==> src/rtl/fhe_cmd_issuer.sv <==
// fhe_cmd_issuer: host command FIFO (host_cmd_*) issuing one command at a time to the FHE ALU (alu_*), with a WAIT timeout, a held response port (rsp_*) and an issued_cnt tally
module fhe_cmd_issuer #(
  parameter int DATA_W  = 64,
  parameter int OP_W    = 8,
  parameter int QDEPTH  = 4,
  parameter int TIMEOUT = 1024
) (
  input  logic              clk,
  input  logic              rst,
  input  logic              host_cmd_valid,
  output logic              host_cmd_ready,
  input  logic [OP_W-1:0]   host_cmd_op,
  input  logic [DATA_W-1:0] host_cmd_data,
  output logic              alu_cmd_valid,
  output logic [OP_W-1:0]   alu_cmd_op,
  output logic [DATA_W-1:0] alu_cmd_data,
  input  logic              alu_busy,
  input  logic              alu_done,
  input  logic [DATA_W-1:0] alu_result,
  output logic              rsp_valid,
  input  logic              rsp_ready,
  output logic [DATA_W-1:0] rsp_data,
  output logic [1:0]        rsp_status,
  output logic [15:0]       issued_cnt
);
  localparam int AW = $clog2(QDEPTH);
  localparam int TW = $clog2(TIMEOUT + 1);
  typedef enum logic [1:0] {IDLE, ISSUE, WAIT, RESP} state_t;
  state_t state, state_n;
  logic [OP_W+DATA_W-1:0] mem [QDEPTH];
  logic [AW-1:0] wp, rp;
  logic [AW:0] cnt;
  logic [TW-1:0] timer;
  logic [OP_W-1:0] last_op;
  logic [DATA_W-1:0] last_data;
  logic [OP_W-1:0] head_op;
  logic [DATA_W-1:0] head_data;
  logic push, finish;
  assign host_cmd_ready = ~rst & (cnt != (AW+1)'(QDEPTH));
  assign push = host_cmd_valid & host_cmd_ready;
  assign {head_op, head_data} = mem[rp];
  assign alu_cmd_op = alu_cmd_valid ? head_op : last_op;
  assign alu_cmd_data = alu_cmd_valid ? head_data : last_data;
  assign rsp_valid = state == RESP;
  assign finish = state == WAIT && (alu_done || timer == TW'(TIMEOUT - 1));
  always_comb begin
    state_n = state;
    alu_cmd_valid = 1'b0;
    case (state)
      IDLE:    state_n = cnt != '0 ? ISSUE : IDLE;
      ISSUE: begin
        alu_cmd_valid = ~alu_busy;
        state_n = alu_busy ? ISSUE : WAIT;
      end
      WAIT:    state_n = finish ? RESP : WAIT;
      default: state_n = rsp_ready ? IDLE : RESP;
    endcase
  end
  always_ff @(posedge clk or posedge rst)
    if (rst) state <= IDLE;
    else state <= state_n;
  always_ff @(posedge clk)
    if (push) mem[wp] <= {host_cmd_op, host_cmd_data};
  always_ff @(posedge clk or posedge rst)
    if (rst) begin
      wp <= '0;
      rp <= '0;
      cnt <= '0;
    end else begin
      wp <= wp + AW'(push);
      rp <= rp + AW'(alu_cmd_valid);
      cnt <= cnt + (AW+1)'(push) - (AW+1)'(alu_cmd_valid);
    end
  always_ff @(posedge clk or posedge rst)
    if (rst) begin
      timer <= '0;
      issued_cnt <= '0;
      last_op <= '0;
      last_data <= '0;
      rsp_data <= '0;
      rsp_status <= '0;
    end else begin
      timer <= state == WAIT ? timer + 1'b1 : '0;
      if (alu_cmd_valid) begin
        issued_cnt <= issued_cnt + 1'b1;
        last_op <= head_op;
        last_data <= head_data;
      end
      if (finish) begin
        rsp_data <= alu_done ? alu_result : '0;
        rsp_status <= alu_done ? 2'b00 : 2'b01;
      end
    end
endmodule

==> config.mk <==
export PLATFORM = sky130hd
export DESIGN_NAME = fhe_cmd_issuer
export DESIGN_NICKNAME = d
export VERILOG_FILES = /design/src/rtl/fhe_cmd_issuer.sv
export SDC_FILE = /design/constraint.sdc
export NUM_CORES = 1
export LEC_CHECK = 0
export ABC_AREA = 1
export CAP_MARGIN = 20
export CORE_AREA = 5 5 190 192
export DETAILED_ROUTE_END_ITERATION = 12
export DIE_AREA = 0 0 195 197
export PLACE_DENSITY = 0.76
export SYNTH_ARGS = -nofsm -noshare
export SYNTH_HDL_FRONTEND = slang
export SYNTH_SLANG_ARGS = --single-unit
==> constraint.sdc <==
create_clock -name clk -period 6.95 [get_ports clk]
set_clock_uncertainty 0.15 [all_clocks]
set_input_delay 1.39 -clock clk [delete_from_list [all_inputs] [get_ports clk]]
set_output_delay 1.39 -clock clk [all_outputs]
set_load 0.02 [all_outputs]
==> results.sh <==
export IMPL_internal_power_mw=6.50
export IMPL_ys_types=28
export IMPL_worstMarginPinSlew_ns=0.976
export IMPL_endpoint_kind="primary output"
export IMPL_drtIter0Drc=742
export IMPL_root_buffer="clkbuf_16"
export IMPL_whs_path_depth=1
export IMPL_port_buffers=297
export IMPL_ir_drop_v=0.000310
export IMPL_leakage_nw=9.06
export IMPL_p_comb_share_pct=35.5
export IMPL_wl_met2_um=20000
export IMPL_hold_path_class="reg2reg"
export IMPL_ys_warnings_count=0
export IMPL_crit_fanout=49
export IMPL_rsz0062_at_grt="false"
export IMPL_netlist_instances=1562
export IMPL_power_frac_seq_pct=38.8
export IMPL_syn_avg_cell_area_um2=11.4
export IMPL_r2r_cells=7
export IMPL_syn_nets=1711
export IMPL_whs_ns=0.311
export IMPL_cts_hold_buffers=0
export IMPL_reg2reg_slack_ns=4.01
export IMPL_power_density_nw_per_um2=439
export IMPL_overflow=0
export IMPL_hold_path_startpoint="timer[0]"
export IMPL_grt_first_pass_wirelength_um=65000
export IMPL_swShare_pct=34.8
export IMPL_start_util_pct=52.1
export IMPL_antenna_found_initial=9
export IMPL_finalCritPeriodShare_pct=77.1
export IMPL_design_die_area_um2=38400
export IMPL_placeableCoreArea_um2=34200
export IMPL_cp_arrival_ns=3.82
export IMPL_dr_pass1_iters=7
export IMPL_reg2reg_to="mem[2][45]"
export IMPL_clk_pin_slew_ns=0.05
export IMPL_fmax_mhz=187
export IMPL_slew_violations=0
export IMPL_dp_hpwl_um=25400
export IMPL_setup_ws_ns=1.59
export IMPL_ant_nets=0
export IMPL_wl_met3_um=3080
export IMPL_grt_total_usage_pct=21.1
export IMPL_post_cts_resized=0
export IMPL_clockBufferDepth=3
export IMPL_ios=299
export IMPL_outcome="complete, no violations"
export IMPL_final_cell_mix="nand2_1, clkdlybuf4s50_1, edfxtp_1"
export IMPL_drive_gt1_share_pct=5.64
export IMPL_switchingPower_mw=3.47
export IMPL_syn_cell_area_um2=17800
export IMPL_relSlewSlack_pct=34.9
export IMPL_rr_startpoint="cnt[1]"
export IMPL_route_detailed_drc=0
export IMPL_final_hold_violation_count=0
export IMPL_insertion_delay_ns=0.56
export IMPL_dr_total_vias=12034
export IMPL_drt_met1_wl_um=16700
export IMPL_grt_max_degree=133
export IMPL_mostFrequentLayoutCell="nand2_1"
export IMPL_finish_utilization_pct=66.3
export IMPL_place_ws_ns=1.59
export IMPL_setup_viol_count_final=0
export IMPL_grt_pass1_vias=12150
export IMPL_ys_seq_area_share_pct=72.9
export IMPL_cts_setup_buffers=0
export IMPL_drv_cap=0
export IMPL_viasPerCell=5.14
export IMPL_synthToLayoutAreaGrowth_pct=27.4
export IMPL_place_congestion=0.863
export IMPL_detail_route_wl_per_cell_um=17.5
export IMPL_period_minus_slack_ns=5.36
export IMPL_finalSetupTns_ns=0
export IMPL_pwr_share_clk_pct=25.7
export IMPL_critPathRequiredTime_ns=5.41
export IMPL_die_w_um=195
export IMPL_crit_path_start_kind="primary input"
export IMPL_ctsHtreeMaxLevel=2
export IMPL_die_h_um=197
export IMPL_top_layer="met5"
export IMPL_numCtsBuffers=46
export IMPL_synth_seq_cells=461
export IMPL_worstSetupPathType="in2out"
export IMPL_rows=68
export IMPL_holdPathEnd="timer[0]"
export IMPL_cts_tree="done"
export IMPL_fin_nets=1993
export IMPL_cts_sinks=461
export IMPL_totalWireLength_um=40900
how the worst max path moves through the flow:
stage                         from          endpoint  slack [ns]  depth (start not counted)
after detailed placement  alu_busy  alu_cmd_data[54]        1.59                          7
after global routing         rp[0]  alu_cmd_data[52]        1.32                          7
final                     alu_busy  alu_cmd_data[54]        1.59                          7
after global placement    alu_busy  alu_cmd_data[54]        1.65                          7
after floorplan                rst         mem[1][0]       -0.67                          3
after CTS                    rp[0]  alu_cmd_data[55]        1.53                          7
critical path, cell delays in order:
cell,delay (ns)
clkdlybuf4s50_1,0.46
inv_1,0.08
nand3_4,0.37
buf_4,0.57
nand2_1,0.12
nand2_1,0.12
clkdlybuf4s50_1,0.65
state kept, by name, indices dropped and copies added, names as in the netlist:
register,count
rp,2
last_data,64
state,2
rsp_data,64
rsp_status,1
cnt,3
issued_cnt,16
wp,2
timer,11
last_op,8
mem,288
area by class of cell:
cell class,instances,area [µm²]
flip-flops and latches,461,13000
clock inverters,18,251
diodes,4,10.0
well taps,455,569
inverters,38,153
clock buffers,67,1340
multi-input cells,985,4260
fillers,2504,11500
repair buffers,312,3120
cells in the mapped netlist:
library cell,n,area share (%)
inv_1,35,0.74
xnor2_1,5,0.25
nor2_2,2,0.070
buf_2,21,0.59
nand4_1,7,0.25
nand2_2,1,0.035
dfrtp_1,173,24
nor2_1,242,5.1
a21oi_1,9,0.25
buf_1,2,0.042
nand3_4,1,0.098
nor3_4,1,0.091
xor2_1,9,0.44
nand2_1,457,9.6
clkbuf_1,25,0.53
nor3_1,7,0.20
ha_1,6,0.42
nand3b_1,1,0.042
o21ai_0,191,5.4
edfxtp_1,288,49
inv_2,3,0.063
nand3_1,8,0.22
nor2_4,3,0.19
buf_6,10,0.63
conb_1,1,0.021
o21ai_1,33,0.93
buf_4,20,0.84
fa_1,1,0.11
cells by family (layout without fill, tap and decap cells):
family | after synthesis | after routing | synth area share (%)
fa+ha+maj | 7 | 7 | 0.534
compound gates | 233 | 233 | 6.55
xor+xnor | 14 | 14 | 0.688
flops | 461 | 461 | 72.9
simple gates | 730 | 730 | 15.9
other cells | 1 | 5 | 0.0211
buf+inv | 116 | 435 | 3.43
power by group through the flow:
stage	Sequential (mW)	Clock, mW	Combinational (mW)
after floorplan	4.04	0	1.94
after global placement	3.90	0	3.50
after detailed placement	3.92	0	3.57
after CTS	3.87	2.61	3.60
after global routing	3.93	2.74	3.90
final	3.87	2.56	3.54
per-stage QoR:
stage	cells	area, µm²	total power [mW]
detailed placement	2251	21100	7.49
global route	2340	22700	10.6
finish	2340	22700	9.96
floorplan	1562	17800	5.98
CTS	2336	22700	10.1
global placement	2250	21100	7.40
metal layers:
metal  up-vias  GRT usage, %
li1       5791             -
met1      5771          27.3
met2       389          34.8
met3        73          5.91
met4        10          7.42
met5         -             0
Power figures use the tool's default switching activity.
